<file path="config.mk">
export PLATFORM = sky130hd
export DESIGN_NAME = axis_width_pipe_reg
export DESIGN_NICKNAME = d
export VERILOG_FILES = /design/src/rtl/axis_width_pkg.sv /design/src/rtl/axis_skid_buffer.sv /design/src/rtl/axis_width_pipe_reg.sv
export SDC_FILE = /design/constraint.sdc
export NUM_CORES = 1
export LEC_CHECK = 0
export CAP_MARGIN = 20
export CORE_ASPECT_RATIO = 1.25
export CORE_MARGIN = 3
export CORE_UTILIZATION = 46
export CTS_CLUSTER_DIAMETER = 120
export CTS_CLUSTER_SIZE = 12
export DETAILED_ROUTE_END_ITERATION = 10
export GPL_ROUTABILITY_DRIVEN = 0
export PLACE_DENSITY = 0.81
export SETUP_SLACK_MARGIN = 0.2
export SLEW_MARGIN = 20
export SYNTH_ARGS = -nofsm -noshare
export SYNTH_HDL_FRONTEND = slang
export SYNTH_SLANG_ARGS = --single-unit
</file>
<file path="constraint.sdc">
create_clock -name clk_i -period 1.4 [get_ports clk_i]
set_clock_uncertainty 0.1 [all_clocks]
set_input_delay 0.14 -clock clk_i [delete_from_list [all_inputs] [get_ports clk_i]]
set_output_delay 0.14 -clock clk_i [all_outputs]
set_load 0.05 [all_outputs]
</file>
<file path="src/rtl/axis_width_pkg.sv">
// rtl/axis_width_pkg.sv - shared types and elaboration helpers for the width-converting stream slice
package axis_width_pkg;

    typedef enum logic [1:0] {
        PASS     = 2'd0,
        UPSIZE   = 2'd1,
        DOWNSIZE = 2'd2
    } mode_e;

    // Width ratio between the wider and the narrower side (1 when equal)
    function automatic int ratio(input int a, input int b);
        int lo;
        int hi;
        lo = (a < b) ? a : b;
        hi = (a < b) ? b : a;
        if (lo < 1) begin
            return 1;
        end
        return hi / lo;
    endfunction

    // Slot counter width; never narrower than one bit so pass mode still elaborates
    function automatic int cnt_width(input int r);
        return (r <= 2) ? 1 : $clog2(r);
    endfunction

    function automatic mode_e sel_mode(input int in_bytes, input int out_bytes);
        if (in_bytes == out_bytes) begin
            return PASS;
        end
        return (out_bytes > in_bytes) ? UPSIZE : DOWNSIZE;
    endfunction

endpackage

</file>
<file path="src/rtl/axis_skid_buffer.sv">
// rtl/axis_skid_buffer.sv - two-entry registered output stage carrying data and last
module axis_skid_buffer #(
    parameter int BYTES = 1
) (
    input  logic               clk_i,
    input  logic               rst_i,
    input  logic [BYTES*8-1:0] i_s_data,
    input  logic               i_s_last,
    input  logic               i_s_valid,
    output logic               o_s_ready,
    output logic [BYTES*8-1:0] o_m_data,
    output logic               o_m_last,
    output logic               o_m_valid,
    input  logic               i_m_ready
);

    logic [BYTES*8-1:0] r_m_data;
    logic               r_m_last;
    logic               r_m_valid;
    logic [BYTES*8-1:0] r_sk_data;
    logic               r_sk_last;
    logic               r_sk_valid;
    logic               r_s_ready;
    logic               w_push;

    // Ready is a flop that tracks "skid empty", so m_ready never reaches s_ready
    assign w_push    = i_s_valid & r_s_ready;
    assign o_s_ready = r_s_ready;
    assign o_m_data  = r_m_data;
    assign o_m_last  = r_m_last;
    assign o_m_valid = r_m_valid;

    // Main register refills from skid first, then from input; skid only catches a beat while main stalls
    always_ff @(posedge clk_i or posedge rst_i) begin
        if (rst_i) begin
            r_m_data   <= '0;
            r_m_last   <= 1'b0;
            r_m_valid  <= 1'b0;
            r_sk_data  <= '0;
            r_sk_last  <= 1'b0;
            r_sk_valid <= 1'b0;
            r_s_ready  <= 1'b0;
        end else if (!r_m_valid || i_m_ready) begin
            r_s_ready <= 1'b1;
            if (r_sk_valid) begin
                r_m_data   <= r_sk_data;
                r_m_last   <= r_sk_last;
                r_m_valid  <= 1'b1;
                r_sk_valid <= 1'b0;
            end else begin
                r_m_valid <= w_push;
                if (w_push) begin
                    r_m_data <= i_s_data;
                    r_m_last <= i_s_last;
                end
            end
        end else if (w_push) begin
            r_sk_data  <= i_s_data;
            r_sk_last  <= i_s_last;
            r_sk_valid <= 1'b1;
            r_s_ready  <= 1'b0;
        end
    end

endmodule

</file>
<file path="src/rtl/axis_width_pipe_reg.sv">
// rtl/axis_width_pipe_reg.sv - registered stream slice with integer-ratio width conversion
module axis_width_pipe_reg
    import axis_width_pkg::*;
#(
    parameter int INPUT_BYTES  = 1,
    parameter int OUTPUT_BYTES = 1
) (
    input  logic                      clk_i,
    input  logic                      rst_i,
    input  logic [INPUT_BYTES*8-1:0]  axis_s_data_i,
    input  logic                      axis_s_valid_i,
    output logic                      axis_s_ready_o,
    input  logic                      axis_s_last_i,
    output logic [OUTPUT_BYTES*8-1:0] axis_m_data_o,
    output logic                      axis_m_valid_o,
    input  logic                      axis_m_ready_i,
    output logic                      axis_m_last_o
);

    localparam int    R    = ratio(INPUT_BYTES, OUTPUT_BYTES);
    localparam int    MAXB = (INPUT_BYTES > OUTPUT_BYTES) ? INPUT_BYTES : OUTPUT_BYTES;
    localparam int    MINB = (INPUT_BYTES > OUTPUT_BYTES) ? OUTPUT_BYTES : INPUT_BYTES;
    localparam mode_e MODE = sel_mode(INPUT_BYTES, OUTPUT_BYTES);

    if ((MINB < 1) || (R * MINB != MAXB)) begin : g_bad_ratio
        $error("axis_width_pipe_reg: widths must be >=1 and integer multiples");
    end

    logic [OUTPUT_BYTES*8-1:0] w_k_data;
    logic                      w_k_last;
    logic                      w_k_valid;
    logic                      w_k_ready;

    if (MODE == PASS) begin : g_pass
        assign w_k_data       = axis_s_data_i;
        assign w_k_last       = axis_s_last_i;
        assign w_k_valid      = axis_s_valid_i;
        assign axis_s_ready_o = w_k_ready;
    end else if (MODE == UPSIZE) begin : g_up
        localparam int             CW        = cnt_width(R);
        localparam logic [CW-1:0]  LAST_SLOT = CW'(R - 1);

        logic [OUTPUT_BYTES*8-1:0] r_acc;
        logic [OUTPUT_BYTES*8-1:0] w_word;
        logic [CW-1:0]             r_cnt;
        logic                      w_accept;
        logic                      w_done;

        // A word completes on the last slot or early on a last beat; the completing beat goes straight to the skid
        assign w_accept       = axis_s_valid_i & w_k_ready;
        assign w_done         = (r_cnt == LAST_SLOT) | axis_s_last_i;
        assign w_k_valid      = axis_s_valid_i & w_done;
        assign w_k_data       = w_word;
        assign w_k_last       = axis_s_last_i;
        assign axis_s_ready_o = w_k_ready;

        // Merge the incoming beat into its little-endian slot; unfilled slots stay zero
        always_comb begin
            w_word = r_acc;
            w_word[r_cnt*INPUT_BYTES*8 +: INPUT_BYTES*8] = axis_s_data_i;
        end

        // Accumulator clears after every emitted word so early words carry zero padding
        always_ff @(posedge clk_i or posedge rst_i) begin
            if (rst_i) begin
                r_acc <= '0;
                r_cnt <= '0;
            end else if (w_accept) begin
                if (w_done) begin
                    r_acc <= '0;
                    r_cnt <= '0;
                end else begin
                    r_acc <= w_word;
                    r_cnt <= r_cnt + 1'b1;
                end
            end
        end
    end else begin : g_down
        localparam int             CW        = cnt_width(R);
        localparam logic [CW-1:0]  LAST_SLOT = CW'(R - 1);

        logic [INPUT_BYTES*8-1:0] r_word;
        logic                     r_wlast;
        logic                     r_wvalid;
        logic [CW-1:0]            r_idx;
        logic                     w_s_ready;
        logic                     w_accept;

        // Slice 0 bypasses the holder so it is visible one cycle after acceptance;
        // the holder keeps the remaining slices and blocks the next word until it drains
        assign w_s_ready      = w_k_ready & ~r_wvalid;
        assign w_accept       = axis_s_valid_i & w_s_ready;
        assign axis_s_ready_o = w_s_ready;
        assign w_k_valid      = r_wvalid | w_accept;
        assign w_k_data       = r_wvalid ? r_word[r_idx*OUTPUT_BYTES*8 +: OUTPUT_BYTES*8]
                                         : axis_s_data_i[OUTPUT_BYTES*8-1:0];
        assign w_k_last       = r_wvalid & r_wlast & (r_idx == LAST_SLOT);

        // Step through remaining slices each time the skid takes one
        always_ff @(posedge clk_i or posedge rst_i) begin
            if (rst_i) begin
                r_word   <= '0;
                r_wlast  <= 1'b0;
                r_wvalid <= 1'b0;
                r_idx    <= '0;
            end else if (r_wvalid) begin
                if (w_k_ready) begin
                    if (r_idx == LAST_SLOT) begin
                        r_wvalid <= 1'b0;
                    end else begin
                        r_idx <= r_idx + 1'b1;
                    end
                end
            end else if (w_accept) begin
                r_word   <= axis_s_data_i;
                r_wlast  <= axis_s_last_i;
                r_wvalid <= 1'b1;
                r_idx    <= CW'(1);
            end
        end
    end

    axis_skid_buffer #(
        .BYTES(OUTPUT_BYTES)
    ) u_skid (
        .clk_i     (clk_i),
        .rst_i     (rst_i),
        .i_s_data  (w_k_data),
        .i_s_last  (w_k_last),
        .i_s_valid (w_k_valid),
        .o_s_ready (w_k_ready),
        .o_m_data  (axis_m_data_o),
        .o_m_last  (axis_m_last_o),
        .o_m_valid (axis_m_valid_o),
        .i_m_ready (axis_m_ready_i)
    );

endmodule

</file>
==> results of run 1 <==
==> final cells by class <==
class                           count  area, um2
Sequential cell                    21      529.3
Multi-Input combinational cell     36      466.7
Inverter                            2      7.507
Clock buffer                        4      26.28
Timing Repair Buffer               33      442.9
Fill cell                          91      332.8
Tap cell                           19      23.77
==> cells in the final DEF (no fill, tap or decap), drive strengths merged <==
cell           instances
buf                   21
a21oi                  1
nand2                  1
clkdlybuf4s50         12
nor2                   2
nor2b                  1
nand3                  2
mux2                  27
clkbuf                 4
dfrtp                 21
inv                    2
nand2b                 1
o21ai                  1
==> sequential cells by signal, indices dropped and copies added, names as in the netlist <==
name               flops
u_skid.o_m_data        8
u_skid.o_m_last        1
u_skid.o_s_ready       1
u_skid.r_sk_valid      1
u_skid.o_m_valid       1
u_skid.r_sk_last       1
u_skid.r_sk_data       8
==> routing by layer <==
layer,GRT usage,routed length (um),vias up
li1,-,-,284
met2,0.2717,1071,13
met3,0.01942,76,4
met4,0.08537,47,0
met5,0,0,-
met1,0.2287,817,310
==> power breakdown <==
| group | leakage [uW] | total, uW | internal, uW | switching, uW |
|---|---|---|---|---|
| Combinational | 0.000424 | 1190 | 671 | 516 |
| Clock | 0.0000150 | 290 | 111 | 178 |
| Sequential | 0.000243 | 920 | 773 | 146 |
| Total | 0.000682 | 2400 | 1560 | 841 |
==> what timing repair did <==
action / in CTS / in global routing
gates resized for setup: 18 / 6
cloned: 1 / 0
buffers inserted: 2 / 1
endpoints found under the setup margin: 20 / 20
hold buffers: 0 / 0
pin swaps: 1 / 1
==> cells by family (layout without fill, tap and decap cells) <==
group                  after synthesis  in the layout  synth area share
buffers and inverters                3             39           0.02027
and+or+nand+nor                      6              7           0.06081
DFF                                 21             21            0.5676
AOI/OAI and AO/OA                    2              2           0.02297
muxes                               27             27            0.3284
==> through the flow <==
step                      power, uW  utilization  hold WS [ns]  setup TNS (ns)  setup WS, ns
after global placement         1953       0.7291        0.3817          -2.724       -0.1963
final                          2397       0.8181       0.07091               0       0.02595
after floorplan                1427            -       0.01639         -0.7241      -0.05771
after CTS                      2365       0.8030       0.05422               0      0.008200
after global routing           2487       0.8181       0.08384               0      0.008409
after detailed placement       1977       0.7291        0.3931          -3.065       -0.2264
==> worst max-delay path: cells and delay by family (launching register included) <==
kind | cells | cell delay [ns]
buffers and inverters | 1 | 0.15
flip-flops | 1 | 0.46
multiplexers | 2 | 0.55
==> worst min-delay path by stage <==
stage | from | to | slack (ns) | cells after the start
2_1_floorplan | rst_i | u_skid.o_m_data[0]$_DFFE_PP0P_ | 0.02 | 1
3_3_place_gp | u_skid.r_sk_data[0]$_DFFE_PP0P_ | u_skid.r_sk_data[0]$_DFFE_PP0P_ | 0.38 | 1
3_5_place_dp | rst_i | u_skid.r_sk_data[5]$_DFFE_PP0P_ | 0.39 | 3
4_1_cts | rst_i | u_skid.r_sk_data[5]$_DFFE_PP0P_ | 0.05 | 3
5_1_grt | rst_i | u_skid.r_sk_data[1]$_DFFE_PP0P_ | 0.08 | 3
6_report | rst_i | u_skid.o_m_data[0]$_DFFE_PP0P_ | 0.07 | 3
==> summary.txt, run 1 <==
Run status
  • Status: complete, no violations

Synthesis
  • Synth top area share: 0.5676
  • Netlist Area Pre-Place: approximately 930 um2
  • Flops & latches, synth: 21
  • Syn_area_per_cell: 15.69 um2
  • Ys flop type: dfrtp_1
  • EDFF count, synth: 0
  • Yosys warning count: 0
  • Top post-synthesis cells by count: 27 x mux2_2, 21 x dfrtp_1, 2 x inv_1
  • Post-Syn Instances: 59
  • Post-synth ARST share: 1.000
  • Synth area leaders: dfrtp_1 57%, mux2_2 33%, nand3_4 1.9%, a21oi_4 1.8%, nor2b_4 1.5%
  • Sequential share of the synthesized area: 0.5676
  • Yosys top cell by area: dfrtp_1
  • Netlist cell types: 12
  • Post-Syn Nets: 72
  • Most common cell in the netlist: mux2_2

Critical path
  • Most common cell on crit path: mux2_4
  • Setup crit end kind: flop
  • Reg2Reg Depth: 3
  • Critical R2R Launch: u_skid.r_sk_valid$_DFFE_PP0P_
  • R2r setup slk: about 0.026 ns
  • Critical Path AT: 1.47 ns
  • Critical path startpoint category: flop
  • Worst setup path endpoint: u_skid.o_m_data[4]$_DFFE_PP0P_
  • CP Max Fanout: 5
  • Crit path max-delay cell type: dfrtp_2
  • Worst EP required: 1.50 ns
  • Reg2reg end: u_skid.o_m_data[4]$_DFFE_PP0P_
  • Worst path cell trace: buf_6, mux2_4, mux2_4
  • Max stage delay on crit path: approximately 0.46 ns
  • CP Class: reg2reg
  • Worst Setup SP: u_skid.r_sk_valid$_DFFE_PP0P_

Global routing
  • First-pass GRT wire length: 3194 um
  • Vias in the first global route: ~660
  • Pin count of the biggest net entering global routing: 22
  • Overflow after GRT: 0
  • Antenna violations before repair: 0
  • GRT Total Usage: 0.1736

Die
  • Die W: around 46 um
  • Boundary pin count: 24
  • Core area: 1829 um2
  • Row count: 17
  • Die Ht: 56.16 um
  • Starting Density: 0.5062
  • Die area: 2590 um2

Route
  • Routed len/inst: 17.50 um
  • First-pass iteration count of the detailed router: 3
  • Routed Antenna Nets: 0
  • Post-Route WL: a little over 2000 um
  • Drt initial violations: 12
  • Vias per std cell: 5.313
  • Via count: 611
  • DRC: 0

Flow run
  • Max-cap violation count: 0

Power
  • Worst vdd ir: 1.106 mV
  • PwrDens: 1601 nW/um2
  • Leakage: 0.0006824 uW

Clock tree
  • TritonCTS buffer count: 3
  • CTS Root Cell: clkbuf_4
  • H-tree depth: 1
  • Worst skew pair latency: approximately 0.31 ns
  • Clock sinks: 21
  • CTS Buffer Depth: 2
  • TritonCTS clock tree: yes
  • Clock-pin slew on the worst setup and hold paths: 0.11 ns

Placed design
  • Detailed Place HPWL: between 1000 and 1500 um
  • Placed insts: 107
  • DP Area: 1334 um2
  • Buffers on Ports: 23

Timing
  • Max-slew headroom: 0.8252
  • Hold Violations, Final: 0
  • Final min period: 1.374 ns
  • # setup viols final: 0
  • Slew Viols, Final: 0
  • RSZ-0062 raised after global routing: true
  • Final Cycle Share: 0.9815
  • Fmax: 727.8 MHz
  • Worst-margin pin slew: ~0.26 ns

Finish
  • Finished Cell Area: 1496 um2
  • Final net count: 110
  • # diodes: 0
  • Area growth, synth to finish: 61.62%
  • Non-filler cells, final: 115
  • Layout cells sized above 1: 0.6146

Worst hold path
  • Hold WC Path Type: in2async
Power figures use the tool's default switching activity.
==> run 2, diff against run 1 <==
- CORE_MARGIN: 3 -> not set
==> summary.txt, run 2 (synthesis gave the netlist of run 1 again) <==
Run status
  • Status: complete, no violations (unchanged)

Finish
  • Most frequent cells in the layout: 21 x mux2_2, 19 x dfrtp_1, 12 x clkdlybuf4s50_1 (was 18 x mux2_4, 18 x dfrtp_1, 12 x clkdlybuf4s50_1, 12 x buf_12, 9 x mux2_2)
  • # diodes: 0 (unchanged)
  • Area growth, synth to finish: 52.16% (was 61.62%)
  • Commonest non-fill, non-tap cell in the layout: mux2_2
  • Finished Cell Area: 1409 um2 (was 1496 um2)
  • Layout cells sized above 1: 0.5957 (was 0.6146)
  • Non-filler cells, final: 113 (was 115)
  • Final net count: 108 (was 110)

Placed design
  • Setup WS pre-CTS: -0.2246 ns (was -0.2264 ns)
  • DP Area: 1334 um2 (unchanged)
  • Placed insts: 107 (unchanged)
  • Detailed Place HPWL: 1221 um (was 1225 um)
  • Buffers on Ports: 23 (unchanged)

Die
  • Row count: 17 (unchanged)
  • Core area: 1829 um2 (unchanged)
  • Die W: 42.13 um (was 46.13 um)
  • Starting Density: 0.5062 (unchanged)
  • Boundary pin count: 24 (unchanged)
  • Die Ht: 52.16 um (was 56.16 um)
  • Die area: 2197 um2 (was 2590 um2)

Flow run
  • Max-cap violation count: 0 (unchanged)

Timing
  • Fmax: 745.1 MHz (was 727.8 MHz)
  • # setup viols final: 0 (unchanged)
  • Hold Violations, Final: 0 (unchanged)
  • Max-slew headroom: 0.8215 (was 0.8252)
  • RSZ-0062 raised after global routing: true (unchanged)
  • Worst setup margin: 0.05791 ns (was 0.02595 ns)
  • Final min period: 1.342 ns (was 1.374 ns)
  • Slew Viols, Final: 0 (unchanged)
  • Worst-margin pin slew: 0.2678 ns (was 0.2622 ns)
  • Setup_tns: 0 ns (unchanged)
  • Final Cycle Share: 0.9586 (was 0.9815)

Route
  • Via count: 599 (was 611)
  • Routed Antenna Nets: 0 (unchanged)
  • Drt initial violations: 2 (was 12)
  • Vias per std cell: 5.301 (was 5.313)
  • Routed len/inst: 15.11 um (was 17.50 um)
  • DRC: 0 (unchanged)
  • First-pass iteration count of the detailed router: 3 (unchanged)
  • Post-Route WL: 1707 um (was 2013 um)

Clock tree
  • CTS Root Cell: clkbuf_4 (unchanged)
  • # hold bufs at CTS: 0 (unchanged)
  • TritonCTS buffer count: 3 (unchanged)
  • CTS Buffer Depth: 2 (unchanged)
  • Clock sinks: 21 (unchanged)
  • TritonCTS clock tree: yes (unchanged)
  • Clock-pin slew on the worst setup and hold paths: 0.11 ns (about the same)
  • Worst skew pair latency: 0.29 ns (was 0.31 ns)
  • H-tree depth: 1 (unchanged)

Critical path
  • Critical path startpoint category: flop (unchanged)
  • Worst EP required: 1.49 ns (was 1.50 ns)
  • R2r setup slk: 0.06 ns (was 0.03 ns)
  • Critical Path AT: 1.43 ns (was 1.47 ns)
  • Setup crit end kind: flop (unchanged)
  • Reg2Reg Depth: 3 (unchanged)
  • CP Class: reg2reg (unchanged)
  • Critical R2R Launch: u_skid.r_sk_valid$_DFFE_PP0P_ (unchanged)
  • CP Max Fanout: 6 (was 5)
  • Reg2reg end: u_skid.o_m_data[6]$_DFFE_PP0P_ (was u_skid.o_m_data[4]$_DFFE_PP0P_)

Power
  • Total power: 2279 uW (was 2397 uW)
  • Worst vdd ir: 0.9971 mV (was 1.106 mV)
  • Leakage: 0.0006233 uW (was 0.0006824 uW)
  • PwrDens: 1617 nW/um2 (was 1601 nW/um2)

Global routing
  • Antenna violations before repair: 0 (unchanged)
  • Overflow after GRT: 0 (unchanged)
  • Pin count of the biggest net entering global routing: 22 (unchanged)
  • First-pass GRT wire length: 2842 um (was 3194 um)
  • Vias in the first global route: 635 (was 659)
  • GRT Total Usage: 0.1809 (was 0.1736)

Worst hold path
  • Hold WC Path Type: in2async (unchanged)
[run 2: changes by cell type in the layout (fill, tap and decap cells not counted), sizes merged]
cell / previous run / this run
buf: 21 / 19
nand3: 2 / 1
nor2: 2 / 3
[run 2: worst max path at each step]
stage	startpoint	to	slack, ns	cells past startpoint
after floorplan	u_skid.o_s_ready$_DFFE_PP0P_	u_skid.o_m_data[0]$_DFFE_PP0P_	-0.06	3
after global placement	axis_s_valid_i	u_skid.o_m_data[0]$_DFFE_PP0P_	-0.21	4
after detailed placement	axis_s_valid_i	u_skid.o_m_data[0]$_DFFE_PP0P_	-0.22	4
after CTS	u_skid.o_m_valid$_DFFE_PP0P_	u_skid.o_m_data[0]$_DFFE_PP0P_	0.05	3
after global routing	u_skid.o_m_valid$_DFFE_PP0P_	u_skid.r_sk_last$_DFFE_PP0P_	0.01	3
final	u_skid.r_sk_valid$_DFFE_PP0P_	u_skid.o_m_data[6]$_DFFE_PP0P_	0.06	3
[run 2: worst max-delay path, cell delays in order, from the launching register on]
cell and delay (ns):
dfrtp_1 0.39, buf_6 0.16, mux2_2 0.33, mux2_2 0.26
[run 2: layout make-up]
cell class | count | area, um2
Clock buffer | 4 | 26.28
Fill cell | 115 | 420.4
Timing Repair Buffer | 31 | 407.9
Inverter | 2 | 7.507
Tap cell | 19 | 23.77
Sequential cell | 21 | 528.0
Multi-Input combinational cell | 36 | 415.4
[run 2: layer usage]
layer / global-route usage / up-vias / share of wire
li1: - / 276 / -
met1: 0.2187 / 305 / 0.43
met3: 0.03472 / 4 / 0.039
met5: 0 / - / 0
met4: 0.09375 / 0 / 0.018
met2: 0.3073 / 14 / 0.51
[run 2: where the power goes]
part / total, uW / switching (uW) / internal [uW] / leakage [uW]
Combinational: 1090 / 490 / 596 / 0.000364
Sequential: 911 / 138 / 773 / 0.000245
Clock: 281 / 170 / 111 / 0.0000150
[run 2: through the flow]
step / util / hold slack [ns]
2_1_floorplan: - / 0.01639
3_3_place_gp: 0.7291 / 0.3813
3_5_place_dp: 0.7291 / 0.3916
4_1_cts: 0.7538 / 0.09774
5_1_grt: 0.7702 / 0.1361
6_report: 0.7702 / 0.08540
[run 2: timing repair]
| action | in CTS | in global routing |
|---|---|---|
| endpoints found under the setup margin | 20 | 20 |
| resized for setup | 3 | 6 |
| cloned | 1 | 0 |
| setup buffers | 0 | 1 |
| pin swaps | 2 | 1 |
==> run 3, diff against run 2 <==
- CTS_CLUSTER_SIZE: 12 -> 8
- SYNTH_HIERARCHICAL: not set -> 1
==> summary.txt, run 3 <==
Synthesis
  • Yosys top cell by area: dfrtp_1 (unchanged)
  • Post-synth ARST share: 1.000 (unchanged)
  • Netlist cell types: 12 (unchanged)
  • Top post-synthesis cells by count: 27 x mux2_2, 21 x dfrtp_1, 2 x inv_1 (unchanged)
  • Netlist Area Pre-Place: 925.9 um2 (unchanged)
  • Yosys warning count: 6 (was 0)
  • Syn_area_per_cell: 15.69 um2 (unchanged)
  • Post-Syn Nets: 72 (unchanged)
  • Synth area leaders: dfrtp_1 57%, mux2_2 33%, nand3_4 1.9%, a21oi_4 1.8%, nor2b_4 1.5% (unchanged)
  • Sequential share of the synthesized area: 0.5676 (unchanged)
  • Synth top area share: 0.5676 (unchanged)
  • Flops & latches, synth: 21 (unchanged)
  • EDFF count, synth: 0 (unchanged)
  • Ys flop type: dfrtp_1 (unchanged)
  • Most common cell in the netlist: mux2_2 (unchanged)
  • Post-Syn Instances: 59 (unchanged)

Finish
  • # diodes: 0 (unchanged)
  • Finished Cell Area: 1453 um2 (was 1409 um2)
  • Final net count: 109 (was 108)
  • Non-filler cells, final: 114 (was 113)
  • Layout cells sized above 1: 0.6211 (was 0.5957)
  • Commonest non-fill, non-tap cell in the layout: dfrtp_1 (was mux2_2)
  • Area growth, synth to finish: 56.89% (was 52.16%)
  • Most frequent cells in the layout: 18 x dfrtp_1, 14 x mux2_2, 13 x mux2_4 (was 21 x mux2_2, 19 x dfrtp_1, 12 x clkdlybuf4s50_1)

Timing
  • Fmax: 728.2 MHz (was 745.1 MHz)
  • Final Cycle Share: 0.9808 (was 0.9586)
  • # setup viols final: 0 (unchanged)
  • Hold Violations, Final: 0 (unchanged)
  • Slew Viols, Final: 0 (unchanged)
  • Worst-margin pin slew: 0.2685 ns (was 0.2678 ns)
  • Worst setup margin: 0.02682 ns (was 0.05791 ns)
  • RSZ-0062 raised after global routing: true (unchanged)
  • Max-slew headroom: 0.8210 (was 0.8215)
  • Final min period: 1.373 ns (was 1.342 ns)

Die
  • Row count: 17 (unchanged)
  • Boundary pin count: 24 (unchanged)
  • Starting Density: 0.5062 (unchanged)
  • Core area: 1829 um2 (unchanged)
  • Die area: 2197 um2 (unchanged)
  • Die Ht: 52.16 um (unchanged)
  • Die W: 42.13 um (unchanged)

Clock tree
  • H-tree depth: 1 (unchanged)
  • CTS Root Cell: clkbuf_4 (unchanged)
  • Clock sinks: 21 (unchanged)
  • TritonCTS buffer count: 3 (unchanged)
  • CTS Buffer Depth: 2 (unchanged)
  • Worst skew pair latency: 0.31 ns (was 0.29 ns)
  • TritonCTS clock tree: yes (unchanged)
  • # hold bufs at CTS: 0 (unchanged)
  • Clock-pin slew on the worst setup and hold paths: 0.12 ns (was 0.11 ns)

Critical path
  • Critical Path AT: 1.48 ns (was 1.43 ns)
  • Setup crit end kind: flop (unchanged)
  • Crit path max-delay cell type: dfrtp_2 (was dfrtp_1)
  • Worst EP required: 1.51 ns (was 1.49 ns)
  • Max stage delay on crit path: 0.47 ns (was 0.39 ns)
  • Delay-heaviest family, CP: multiplexers (unchanged)
  • CP Max Fanout: 4 (was 6)
  • Buf/Inv on CP: 1 (unchanged)
  • Most common cell on crit path: mux2_4 (was mux2_2)
  • Reg2Reg Depth: 3 (unchanged)
  • Critical path startpoint category: flop (unchanged)
  • Critical Path Stages: 3 (unchanged)
  • CP Class: reg2reg (unchanged)
  • Worst path cell trace: buf_6, mux2_4, mux2_4 (was buf_6, mux2_2, mux2_2)

Placed design
  • Buffers on Ports: 23 (unchanged)
  • Placed insts: 107 (unchanged)
  • Setup WS pre-CTS: -0.2287 ns (was -0.2246 ns)
  • DP Area: 1334 um2 (unchanged)
  • Detailed Place HPWL: 1342 um (was 1221 um)

Power
  • Pint: 1523 uW (was 1480 uW)
  • Combinational share of power: 0.485 (was 0.477)
  • Switching power: 838.8 uW (was 798.5 uW)
  • Sequential share of power: 0.392 (was 0.400)
  • Leakage: 0.0006612 uW (was 0.0006233 uW)
  • Sw Share: 0.3552 (was 0.3504)
  • PwrDens: 1626 nW/um2 (was 1617 nW/um2)
  • Clock power frac: 0.123 (about the same)
  • Worst vdd ir: 1.228 mV (was 0.9971 mV)

Global routing
  • Antenna violations before repair: 0 (unchanged)
  • Vias in the first global route: 663 (was 635)
  • First-pass GRT wire length: 3084 um (was 2842 um)
  • Pin count of the biggest net entering global routing: 22 (unchanged)
  • Overflow after GRT: 0 (unchanged)
  • GRT Total Usage: 0.1982 (was 0.1809)

Route
  • Routed Antenna Nets: 0 (unchanged)
  • DRC: 0 (unchanged)
  • Routed len/inst: 17.47 um (was 15.11 um)
  • Post-Route WL: 1992 um (was 1707 um)
  • Drt initial violations: 9 (was 2)
  • First-pass iteration count of the detailed router: 4 (was 3)
  • Vias per std cell: 5.465 (was 5.301)
  • Via count: 623 (was 599)

Run status
  • Status: complete, no violations (unchanged)

Worst hold path
  • Hold WC Path Type: in2async (unchanged)

Flow run
  • Max-cap violation count: 0 (unchanged)
## run 3: worst reg2reg max path: stages, from the launching register on
cell     delay (ns)
dfrtp_2        0.47
buf_6          0.15
mux2_4         0.30
mux2_4         0.26
## run 3: layout make-up
cell class / count / area (um2)
Sequential cell: 21 / 529.3
Clock inverter: 1 / 5.005
Inverter: 2 / 7.507
Fill cell: 104 / 376.6
Clock buffer: 3 / 22.52
Timing Repair Buffer: 33 / 434.2
Tap cell: 19 / 23.77
Multi-Input combinational cell: 35 / 430.4
## run 3: what timing repair did
item | in CTS | in global routing
gates cloned | 0 | 0
gates resized for setup | 4 | 15
endpoints found under the hold margin | 0 | 0
pin swaps | 2 | 1
endpoints found under the setup margin | 20 | 20
setup buffers | 3 | 0
## run 3: cell families after synthesis
family,share of synthesized area
mux,0.3284
compound gates,0.02297
buf+inv,0.02027
simple gates,0.06081
flops,0.5676
## run 3: final timing paths
kind	start	slack, ns	end
setup / recovery	u_skid/r_sk_valid$_DFFE_PP0P_	0.03	u_skid/o_m_data[7]$_DFFE_PP0P_
min in group clk_i	axis_s_data_i[2]	0.37	u_skid/r_sk_data[2]$_DFFE_PP0P_
hold / removal	rst_i	0.07	u_skid/r_sk_data[6]$_DFFE_PP0P_
setup reg to reg	u_skid/r_sk_valid$_DFFE_PP0P_	0.03	u_skid/o_m_data[7]$_DFFE_PP0P_
hold reg to reg	u_skid/r_sk_data[5]$_DFFE_PP0P_	0.42	u_skid/r_sk_data[5]$_DFFE_PP0P_
max in group asynchronous	rst_i	0.89	u_skid/o_s_ready$_DFFE_PP0P_
## run 3: routing by layer
metal / global-route usage / routed length, um / up-vias
li1: - / - / 282
met1: 0.2123 / 791 / 320
met2: 0.3646 / 1075 / 15
met3: 0.03472 / 77 / 6
met4: 0.1146 / 46 / 0
met5: 0 / 0 / -
## run 3: metrics by stage
stage | power (uW) | hold WS [ns] | setup TNS (ns) | utilization
global placement | 1950 | 0.3828 | -2.825 | 0.7291
floorplan | 1427 | 0.01639 | -0.7241 | -
finish | 2362 | 0.06673 | 0 | 0.7941
global route | 2459 | 0.07750 | -0.02269 | 0.7941
detailed placement | 1983 | 0.3942 | -3.158 | 0.7291
CTS | 2309 | 0.06614 | 0 | 0.7633
## run 3: power by group through the flow
stage	logic [uW]	clock network, uW	registers [uW]
after floorplan	254	0	1170
after global placement	1040	0	915
after detailed placement	1050	0	931
after CTS	1090	304	920
after global routing	1190	329	942
final	1150	291	925
==> RTL edit (settings of run 3) <==
Reset style: synchronous (`rst_i`), changed in 3 clocked blocks.
--- a/src/rtl/axis_skid_buffer.sv
+++ b/src/rtl/axis_skid_buffer.sv
@@ -31,7 +31,7 @@
     assign o_m_valid = r_m_valid;
 
     // Main register refills from skid first, then from input; skid only catches a beat while main stalls
-    always_ff @(posedge clk_i or posedge rst_i) begin
+    always_ff @(posedge clk_i) begin
         if (rst_i) begin
             r_m_data   <= '0;
             r_m_last   <= 1'b0;
--- a/src/rtl/axis_width_pipe_reg.sv
+++ b/src/rtl/axis_width_pipe_reg.sv
@@ -61,7 +61,7 @@
         end
 
         // Accumulator clears after every emitted word so early words carry zero padding
-        always_ff @(posedge clk_i or posedge rst_i) begin
+        always_ff @(posedge clk_i) begin
             if (rst_i) begin
                 r_acc <= '0;
                 r_cnt <= '0;
@@ -97,7 +97,7 @@
         assign w_k_last       = r_wvalid & r_wlast & (r_idx == LAST_SLOT);
 
         // Step through remaining slices each time the skid takes one
-        always_ff @(posedge clk_i or posedge rst_i) begin
+        always_ff @(posedge clk_i) begin
             if (rst_i) begin
                 r_word   <= '0;
                 r_wlast  <= 1'b0;
Behaviour: differs if rst_i is asserted again (counterexample within 4 cycles, from zero or initial values and one cycle with rst_i high); with rst_i held inactive, the same outputs for 10 cycles.
==> RTL edit against run 3 <==
Via count increased by 37%. Synthesized area fell by 0.54%. Design area decreased by 1.1%. Sequential cell count stayed put. Maximum frequency is 14% higher. Count of clock-buffer cells in the layout stayed put. Worst setup slack better by 0.17 ns. Worst hold slack better by 0.099 ns. Wire length increased by 20%. Critical path type unchanged.
Power is not compared: it rests on default switching activity, and its combinational part moved more than twofold at a synthesized area within 25%.
==> RTL edit: results (changes against run 3) <==
| Metric | Value |
|---|---|
| Status | `finished clean (unchanged)` |
| WHS | `0.166 ns (was 0.0667 ns)` |
| Vias in the first global route | `855 (was 663)` |
| Post-synthesis mux area share | `0.0978 (was 0.328)` |
| Async set-reset flop share out of synthesis | `0 (was 1.00)` |
| Post-placement cell count | `138 (was 107)` |
| Largest net degree at the start of global routing | `13 (was 22)` |
| Vias | `851 (was 623)` |
| Predominant post-synthesis flop cell | `dfxtp_1 (was dfrtp_1)` |
| Slew at the pin closest to its max-slew limit | `0.202 ns (was 0.268 ns)` |
| All-Layer GR Usage | `0.226 (was 0.198)` |
| Synth cell count leaders | `dfxtp_1, a21oi_1, nand2_1, a211oi_2, mux2i_1 (was mux2_2, dfrtp_1, inv_1)` |
| DRT iter0 DRCs | `14 (was 9)` |
| Synth area leaders | `dfxtp_1, a211oi_2, a21oi_1 (was dfrtp_1, mux2_2, nand3_4)` |
| First-pass GRT wire length | `3.68 mm (was 3.08 mm)` |
| Vias/cell | `5.91 (was 5.46)` |
| Reg-to-reg slack, setup | `0.20 ns (was 0.03 ns)` |
| Cell count of the worst reg-to-reg path | `4 (was 3)` |
| # resized after CTS | `5 (was 4)` |
| M1 GR Usage | `0.264 (was 0.212)` |
| Unique masters post-synth | `18 (was 12)` |
| Crit path DAT | `1.32 ns (was 1.48 ns)` |
| Metal-1 WL | `989 µm (was 791 µm)` |
| Hold Path Class | `primary input to flop (was primary input to async pin)` |
| Mapped Cells | `92 (was 59)` |
| Worst r2r src | `u_skid/o_s_ready (was u_skid/r_sk_valid)` |
| Layout cells sized above 1 | `0.408 (was 0.621)` |
| Placed inst area | `0.00133 mm² (about the same)` |
| Internal power | `0.000911 W` |
| DP Wirelength | `1.52 mm (was 1.34 mm)` |
| Met2 GRT Util | `0.383 (was 0.365)` |
| Mapped Nets | `105 (was 72)` |
| DR WL met3 | `61 µm (was 77 µm)` |
| Compound-gate portion of the synthesized area | `0.257 (was 0.0230)` |
| Place WS | `-0.142 ns (was -0.229 ns)` |
| Slowest-stage cell, CP | `dfxtp_4 (was dfrtp_2)` |
| WL met2 | `1.24 mm (was 1.08 mm)` |
| WL per Instance | `16.6 µm (was 17.5 µm)` |
-- RTL edit: cell families after synthesis --
logic type             count (synthesis)
and+or+nand+nor                       25
DFF                                   21
AOI/OAI and AO/OA                     31
muxes                                  9
buffers and inverters                  6
-- RTL edit: worst max path at each step --
stage,startpoint,endpoint,slack [ns],cells past startpoint
6_report,u_skid/o_s_ready,u_skid/o_m_data[1],0.20,4
5_1_grt,u_skid/o_s_ready,u_skid/r_sk_data[2],0.17,4
4_1_cts,u_skid/r_sk_valid,u_skid/o_m_data[0],0.20,4
3_5_place_dp,axis_s_valid_i,u_skid/o_m_data[0],-0.14,5
3_3_place_gp,axis_s_valid_i,u_skid/o_m_data[7],-0.09,5
2_1_floorplan,u_skid/o_m_valid,u_skid/o_m_data[0],0.23,3
-- RTL edit: power by group through the flow --
| stage | logic [W] | registers (W) | clock network [W] |
|---|---|---|---|
| 3_3_place_gp | 0.000325 | 0.000666 | 0 |
| 5_1_grt | 0.000373 | 0.000660 | 0.000322 |
| 3_5_place_dp | 0.000331 | 0.000667 | 0 |
| 6_report | 0.000361 | 0.000657 | 0.000291 |
| 4_1_cts | 0.000346 | 0.000654 | 0.000291 |
| 2_1_floorplan | 0.0000917 | 0.000732 | 0 |
-- RTL edit: final cells by class --
type	instances	area (µm²)	area share
clock buffer	3	22.5	0.0157
timing repair buffer	35	452	0.314
tap	19	23.8	0.0166
clock inverter	1	5.00	0.00348
multi-input combinational	65	502	0.349
sequential	21	432	0.301
-- RTL edit: critical path: cells and delay by family, from the launching register on --
family / cells / cell delay, ns
compound gates: 3 / 0.43
buf+inv: 1 / 0.16
flops: 1 / 0.43
